File: config.mk
export PLATFORM = sky130hd
export DESIGN_NAME = rr_arbiter16
export DESIGN_NICKNAME = d
export VERILOG_FILES = /design/src/rtl/arb_pkg.sv /design/src/rtl/Decoder4to16.sv /design/src/rtl/rr_pick16.sv /design/src/rtl/rr_arbiter16.sv
export SDC_FILE = /design/constraint.sdc
export NUM_CORES = 1
export LEC_CHECK = 0
export CORE_ASPECT_RATIO = 0.9
export CORE_MARGIN = 3
export CORE_UTILIZATION = 50
export CTS_CLUSTER_DIAMETER = 150
export DETAILED_ROUTE_END_ITERATION = 10
export PLACE_DENSITY = 0.75
export SLEW_MARGIN = 40
export SYNTH_ARGS = -nofsm -noshare
export SYNTH_HDL_FRONTEND = slang
export SYNTH_SLANG_ARGS = --single-unit
export TNS_END_PERCENT = 10
File: constraint.sdc
create_clock -name clk -period 4.7 [get_ports clk]
set_input_delay 1.175 -clock clk [delete_from_list [all_inputs] [get_ports clk]]
set_output_delay 1.175 -clock clk [all_outputs]
set_load 0.03 [all_outputs]
File: src/rtl/arb_pkg.sv
// Shared constants for the 16-way round-robin arbiter.
package arb_pkg;
    localparam int N_REQ = 16;
    localparam int ID_W  = 4;

    typedef logic [1:0] arb_state_t;

    localparam arb_state_t IDLE  = 2'd0;
    localparam arb_state_t GRANT = 2'd1;
    localparam arb_state_t GAP   = 2'd2;
endpackage

File: src/rtl/Decoder4to16.sv
// 4-to-16 one-hot decoder with enable; output is all zeros when disabled.
module Decoder4to16 (
    input  logic [3:0]  a,
    input  logic        en,
    output logic [15:0] y
);
    // Drive the single addressed line when enabled.
    always_comb begin
        y = '0;
        if (en) y[a] = 1'b1;
    end
endmodule

File: src/rtl/rr_pick16.sv
// Rotating priority picker: first requester at or after ptr, wrapping 15 -> 0.
module rr_pick16 import arb_pkg::*; (
    input  logic [N_REQ-1:0] req,
    input  logic [ID_W-1:0]  ptr,
    output logic             any,
    output logic [ID_W-1:0]  id
);
    logic [N_REQ-1:0] rot;
    logic [ID_W-1:0]  off;

    // Rotate so that bit 0 of rot corresponds to requester ptr.
    always_comb begin
        rot = '0;
        for (int i = 0; i < N_REQ; i++) begin
            rot[i] = req[ID_W'(i) + ptr];
        end
    end

    // Lowest set bit of the rotated vector; scanning downward leaves the lowest.
    always_comb begin
        off = '0;
        any = 1'b0;
        for (int i = N_REQ - 1; i >= 0; i--) begin
            if (rot[i]) begin
                off = ID_W'(i);
                any = 1'b1;
            end
        end
    end

    // Un-rotate back to an absolute index (4-bit wrap).
    assign id = ptr + off;
endmodule

File: src/rtl/rr_arbiter16.sv
// Round-robin arbiter for 16 requesters with bounded hold time and a
// mandatory one-cycle gap after every release.
module rr_arbiter16 import arb_pkg::*; #(
    parameter int MAX_HOLD = 8,
    parameter int CW       = 8
) (
    input  logic        clk,
    input  logic        rst_n,
    input  logic        en,
    input  logic [15:0] req,
    output logic [15:0] gnt,
    output logic        gnt_valid,
    output logic [3:0]  gnt_id,
    output logic        expired
);
    arb_state_t      state_q, state_d;
    logic [ID_W-1:0] ptr_q, ptr_d;
    logic [ID_W-1:0] gnt_id_q, gnt_id_d;
    logic [CW-1:0]   hold_cnt_q, hold_cnt_d;
    logic            expired_q, expired_d;
    logic            pick_any;
    logic [ID_W-1:0] pick_id;

    rr_pick16 u_pick (
        .req (req),
        .ptr (ptr_q),
        .any (pick_any),
        .id  (pick_id)
    );

    // Next-state logic; a dropped request takes precedence over expiry, so
    // expired only fires when the owner was still requesting at the limit.
    always_comb begin
        state_d    = state_q;
        ptr_d      = ptr_q;
        gnt_id_d   = gnt_id_q;
        hold_cnt_d = hold_cnt_q;
        expired_d  = 1'b0;
        case (state_q)
            GRANT: begin
                if (!en) begin
                    state_d = IDLE;
                    ptr_d   = gnt_id_q + 4'd1;
                end else if (!req[gnt_id_q]) begin
                    state_d = GAP;
                    ptr_d   = gnt_id_q + 4'd1;
                end else if (hold_cnt_q == CW'(MAX_HOLD)) begin
                    state_d   = GAP;
                    ptr_d     = gnt_id_q + 4'd1;
                    expired_d = 1'b1;
                end else begin
                    hold_cnt_d = hold_cnt_q + CW'(1);
                end
            end
            default: begin
                if (en && pick_any) begin
                    state_d    = GRANT;
                    gnt_id_d   = pick_id;
                    hold_cnt_d = CW'(1);
                end else begin
                    state_d = IDLE;
                end
            end
        endcase
    end

    // State, pointer, winner, hold counter and expiry pulse registers.
    always_ff @(posedge clk or negedge rst_n) begin
        if (!rst_n) begin
            state_q    <= IDLE;
            ptr_q      <= '0;
            gnt_id_q   <= '0;
            hold_cnt_q <= '0;
            expired_q  <= 1'b0;
        end else begin
            state_q    <= state_d;
            ptr_q      <= ptr_d;
            gnt_id_q   <= gnt_id_d;
            hold_cnt_q <= hold_cnt_d;
            expired_q  <= expired_d;
        end
    end

    assign gnt_valid = (state_q == GRANT);
    assign gnt_id    = gnt_id_q;
    assign expired   = expired_q;

    Decoder4to16 u_dec (
        .a  (gnt_id_q),
        .en (gnt_valid),
        .y  (gnt)
    );
endmodule

==> results of run 1 <==
-- metrics by stage --
| step | setup WS (ns) | utilization |
|---|---|---|
| 4_1_cts | 0.4068 | 0.6210 |
| 6_report | 0.4022 | 0.6210 |
| 3_3_place_gp | 0.1559 | 0.6121 |
| 5_1_grt | 0.08983 | 0.6210 |
| 3_5_place_dp | 0.1515 | 0.6111 |
| 2_1_floorplan | 0.7439 | - |
-- layout make-up --
class	count	area, sq um
flip-flops and latches	19	475.5
well taps	65	81.33
repair buffers	44	425.4
multi-input cells	191	1989
fillers	413	1878
inverters	15	56.30
clock inverters	1	7.507
clock buffers	3	41.29
-- per-layer routing --
metal | part of all wire | up-vias
met5 | 0 | -
met4 | 0.0063 | 0
met3 | 0.044 | 6
met2 | 0.50 | 43
met1 | 0.45 | 1056
li1 | - | 960
-- worst max path at each step --
stage                               from                    end  slack [ns]  depth (start not counted)
finish                           req[15]  gnt_id[3]$_DFFE_PN0P_        0.40                         12
global route                     req[14]  gnt_id[3]$_DFFE_PN0P_        0.09                         12
CTS                              req[14]  gnt_id[3]$_DFFE_PN0P_        0.41                         12
detailed placement               req[14]  gnt_id[3]$_DFFE_PN0P_        0.15                         12
global placement                 req[15]  gnt_id[3]$_DFFE_PN0P_        0.16                         12
floorplan           ptr_q[0]$_DFFE_PN0P_  gnt_id[3]$_DFFE_PN0P_        0.74                         17
-- flip-flops by register name, indices dropped and copies added (netlist names) --
name and flops:
state_q 2, gnt_id 4, hold_cnt_q 8, ptr_q 4, expired 1
-- synth_stat cells, types with 3 or more instances --
| cell type | n | area (sq um) |
|---|---|---|
| dfrtp_1 | 19 | 475.5 |
| mux2_2 | 3 | 33.78 |
| and2_1 | 18 | 112.6 |
| nor2_1 | 18 | 67.56 |
| nand2_1 | 15 | 56.30 |
| nand2b_1 | 3 | 18.77 |
| ha_1 | 16 | 200.2 |
| nor4_4 | 3 | 63.81 |
| inv_1 | 15 | 56.30 |
| and3_1 | 3 | 18.77 |
| mux4_2 | 31 | 698.2 |
| mux4_1 | 4 | 105.1 |
| xnor2_1 | 8 | 70.07 |
| nor3_1 | 5 | 25.02 |
| buf_6 | 3 | 33.78 |
| mux2i_1 | 9 | 90.09 |
| nand4_1 | 5 | 31.28 |
| xor2_1 | 11 | 96.34 |
| clkbuf_1 | 7 | 26.28 |
| a21oi_1 | 11 | 55.05 |
-- kinds of logic after synthesis --
logic type	share of synthesized area
adder cells (fa/ha/maj)	0.08433
XOR/XNOR	0.06373
multiplexers	0.3594
buffers and inverters	0.05606
flip-flops	0.1821
AND/OR/NAND/NOR	0.1711
AO/OA/AOI/OAI	0.08337
==> summary.md, run 1 <==
| Metric | Value |
|---|---|
| Final slew viol count | 0 |
| Cell repeated most along the worst path | a21oi_1 |
| Sum Neg Setup Slack | 0 ns |
| Vias per cell | 6.109 |
| RSZ-0062 raised after global routing | false |
| Final setup violation count | 0 |
| Layout area overhead | 17.82% |
| Final #Nets | 310 |
| Share of cells above drive strength 1 | 0.1832 |
| R2R cell count | 15 |
| Startpoint types | input port |
| Grt met2 use | 0.3623 |
| Top FF cell, synth | dfrtp_1 |
| Root buffer cell | clkbuf_8 |
| Netlist cell types | 44 |
| Final worst-path cycle share | 0.9144 |
| Ant diodes | 0 |
| Placed cells | 334 |
| Hold worst-path end | hold_cnt_q[0]$_DFFE_PN0P_ |
| Core area | 4955 sq um |
| Post-cts gate resize count | 0 |
| Post-route cell area | 3077 sq um |
| Worst r2r src | ptr_q[2]$_DFFE_PN0P_ |
| Worst r2r dst | gnt_id[3]$_DFFE_PN0P_ |
| Synth Area per Inst | 10.97 sq um |
| Placed inst area | 3028 sq um |
| Clock transition at the registers of the reported paths | 0.08 ns |
| CP Capture Type | flip-flop |
| Cts bufs inserted | 3 |
| Hold wc startpoint | hold_cnt_q[0]$_DFFE_PN0P_ |
| Final Hold Viols | 0 |
| Die Y | 74.56 microns |
| CP max-delay cell | mux4_2 |
| FFs w/ async S/R, synth | 1.000 |
| Worst Skew | 0.004454 ns |
| EDFF count, synth | 0 |
| Number of routed nets with antenna violations | 0 |
| Initial antenna violation count | 0 |
| Cell family with most CP delay | compound AO/OA/AOI/OAI gates |
| Gate Count Post-Synth | 238 |
| Max Root-Sink Buffers | 2 |
| Gp weighted congestion | 0.9012 |
| Vias in the first global route | 2026 |
| First-pass GRT wire length | 10350 microns |
| Crit-path max cell delay | 0.58 ns |
| Seq/Total Area, Yosys | 0.1821 |
| Slew margin rel. | 0.5268 |
| Syn nets | 274 |
| Bufs and invs on worst path | 1 |
| Fin cells | 338 |
| CTS tree | yes |
| CP Data Arrival Time | 4.47 ns |
| GRT met1 Usage | 0.3170 |
| Hold_buf cts | 0 |
| Setup Crit Path Kind | input port to flip-flop |
| WP data required | 4.88 ns |
| Top Usage Layer GRT | met2 |
| Synth Register Bits | 19 |
| WL/cell | 18.37 microns |
| Commonest non-fill, non-tap cell in the layout | clkdlybuf4s50_1 |
| CP max FO | 6 |
| Maxcap violations | 0 |
| Sink Count | 19 |
| Reg2reg setup slack | 0.87 ns |
| Fmax | 232.7 MHz |
| Die width | 82.18 microns |
| Drt total wl | 6209 microns |
| Largest net degree at the start of global routing | 20 |
| # DRC | 0 |
| Most frequent cells in the layout | clkdlybuf4s50_1 (39), mux4_2 (31), dfrtp_1 (19) |
| Via count | 2065 |
| Period minus WS final | 4.298 ns |
| Post-CTS Setup Bufs | 0 |
| Detailed Routing Iterations Pass 1 | 4 |
| Skew-Pair Late Insertion Delay | 0.26 ns |
| Hold Crit Class | flip-flop to flip-flop |
| Total track usage | 0.2227 |
| Worst hold margin | 0.5403 ns |
| Crit path cell chain | clkdlybuf4s50_1 > mux4_2 > mux4_2 > a2111oi_0 > a21oi_1 > a21oi_1 > ha_1 > a21o_1 > a21oi_1 > xnor2_1 > o31a_1 > o211ai_1 |
| Site Rows | 24 |
| Post-detail-place hpwl | 4930 microns |
| Global-route track usage on met3 | 0.04358 |
| Initial drt markers | 101 |
| Worst slew pin tran | 0.7083 ns |
| Run status | complete, no violations |
| Initial Util | 0.5270 |
| Top Ports | 41 |
| Hold Path Cell Cnt | 1 |
| Remaining Overflow, GRT | 0 |
| Port Buffers | 40 |
| Ys Warns | 0 |
| Htree depth | 1 |
| Cell area after synthesis | 2611 sq um |
| Die area | 6127 sq um |
Power of run 1 is not shown: default switching activity piles up to over one toggle a cycle in this logic, so the estimate is an artifact.
==> inputs of run 2 (changes only) <==
--- a/config.mk
+++ b/config.mk
@@ -6,11 +6,12 @@
 export NUM_CORES = 1
 export LEC_CHECK = 0
 export CORE_ASPECT_RATIO = 0.9
-export CORE_MARGIN = 3
-export CORE_UTILIZATION = 50
+export CORE_MARGIN = 2
+export CORE_UTILIZATION = 45
 export CTS_CLUSTER_DIAMETER = 150
 export DETAILED_ROUTE_END_ITERATION = 10
-export PLACE_DENSITY = 0.75
+export PLACE_DENSITY = 0.69
+export REMOVE_ABC_BUFFERS = 1
 export SLEW_MARGIN = 40
 export SYNTH_ARGS = -nofsm -noshare
 export SYNTH_HDL_FRONTEND = slang
==> summary.md, run 2 (synthesis results as in run 1) <==
| Metric | Value |
|---|---|
| Initial drt markers | 103 |
| CP max-delay cell | mux4_2 |
| WP data required | 4.88 ns |
| Via count | 2018 |
| Final Hold Viols | 0 |
| Hold_buf cts | 0 |
| Site Rows | 26 |
| Setup Crit Path Kind | input port to flip-flop |
| Core area | 5628 sq um |
| Slew margin rel. | 0.5190 |
| Placed inst area | 3019 sq um |
| Sink Count | 19 |
| Startpoint types | input port |
| Die Y | 76.27 microns |
| Layout area overhead | 17.35% |
| Bufs and invs on worst path | 1 |
| Ant diodes | 0 |
| Fin worst setup slack | 0.3546 ns |
| Vias per cell | 5.918 |
| Sum Neg Setup Slack | 0 ns |
| Cell family with most CP delay | compound AO/OA/AOI/OAI gates |
| Commonest non-fill, non-tap cell in the layout | clkdlybuf4s50_1 |
| Max Root-Sink Buffers | 2 |
| Die area | 6429 sq um |
| Max FFs per register | 8 |
| Drt total wl | 6173 microns |
| RSZ-0062 raised after global routing | false |
| Most flops, register | hold_cnt_q |
| Die width | 84.30 microns |
| Htree depth | 1 |
| Gp weighted congestion | 0.8225 |
| # DRC | 0 |
| CP Capture Type | flip-flop |
| Final setup violation count | 0 |
| WL/cell | 18.10 microns |
| Detailed Routing Iterations Pass 1 | 4 |
| Post-cts gate resize count | 0 |
| Cell repeated most along the worst path | a21oi_1 |
| Worst slew pin tran | 0.7201 ns |
| Remaining Overflow, GRT | 0 |
| Vias in the first global route | 2061 |
| Port Buffers | 40 |
| Crit path cell chain | clkdlybuf4s50_1 > mux4_2 > mux4_2 > a2111oi_0 > a21oi_1 > a21oi_1 > ha_1 > a21o_1 > a21oi_1 > xnor2_1 > o31a_1 > o211ai_1 |
| Final core utilization | 0.5445 |
| Top Ports | 41 |
| CP Data Arrival Time | 4.53 ns |
| Most frequent cells in the layout | clkdlybuf4s50_1 (39), mux4_2 (31), dfrtp_1 (19) |
| Crit-path max cell delay | 0.57 ns |
| Final #Nets | 308 |
| Cts bufs inserted | 3 |
| Final worst-path cycle share | 0.9246 |
| Period minus WS final | 4.345 ns |
| Initial antenna violation count | 0 |
| CP max FO | 6 |
| Hold Crit Class | flip-flop to flip-flop |
| Worst Skew | 0.002740 ns |
| Maxcap violations | 0 |
| Fmax | 230.1 MHz |
| Total track usage | 0.2003 |
| Number of routed nets with antenna violations | 0 |
| Root buffer cell | clkbuf_8 |
| Largest net degree at the start of global routing | 25 |
| Run status | complete, no violations |
| Post-CTS Setup Bufs | 0 |
| Initial Util | 0.4640 |
| First-pass GRT wire length | 10380 microns |
| Post-detail-place hpwl | 4992 microns |
| Skew-Pair Late Insertion Delay | 0.26 ns |
| CTS tree | yes |
| Clock transition at the registers of the reported paths | 0.07 ns |
| Post-route cell area | 3064 sq um |
| Share of cells above drive strength 1 | 0.1734 |
| Dpl ws | 0.1163 ns |
| Final slew viol count | 0 |
## run 2: per-layer routing
metal / wire length (microns) / vias up / share of wire / global-route usage
met1: 2874 / 997 / 0.47 / 0.2885
met2: 2934 / 53 / 0.48 / 0.3230
met5: 0 / - / 0 / 0
met3: 324 / 7 / 0.052 / 0.03900
li1: - / 961 / - / -
met4: 40 / 0 / 0.0065 / 0.02903
## run 2: cell type report
cell class,instances,area [sq um]
Fill cell,497,2564
Multi-Input combinational cell,191,1989
Sequential cell,19,475.5
Timing Repair Buffer,42,410.4
Tap cell,70,87.58
Inverter,15,56.30
Clock buffer,4,45.04
## run 2: final timing paths
check                                     startpoint                   endpoint  slack [ns]  cells past startpoint
setup / recovery                             req[13]      gnt_id[3]$_DFFE_PN0P_        0.35                     12
setup reg to reg                ptr_q[2]$_DFFE_PN0P_      gnt_id[3]$_DFFE_PN0P_        0.82                     15
min in group asynchronous                      rst_n  hold_cnt_q[6]$_DFFE_PN0P_        0.84                      1
hold / removal             hold_cnt_q[0]$_DFFE_PN0P_  hold_cnt_q[0]$_DFFE_PN0P_        0.53                      1
hold reg to reg            hold_cnt_q[0]$_DFFE_PN0P_  hold_cnt_q[0]$_DFFE_PN0P_        0.53                      1
max in group asynchronous                      rst_n       ptr_q[3]$_DFFE_PN0P_        3.56                      1
## run 2: through the flow
| stage | instances | hold slack, ns |
|---|---|---|
| after CTS | 341 | 0.5325 |
| after global routing | 341 | 0.5865 |
| after floorplan | 225 | 0.4875 |
| after detailed placement | 337 | 0.5227 |
| after global placement | 337 | 0.5109 |
| final | 341 | 0.5310 |
## run 2: worst register-to-register path: cells and delay by family (launching register included)
kind	cells	cell delay, ns
DFF	1	0.71
buffers and inverters	1	0.27
muxes	1	0.43
xor gates and xnor gates	2	0.44
AOI/OAI and AO/OA	8	1.37
adders and majority gates	2	0.51
and+or+nand+nor	1	0.07
Power of run 2 is left out for the same reason.
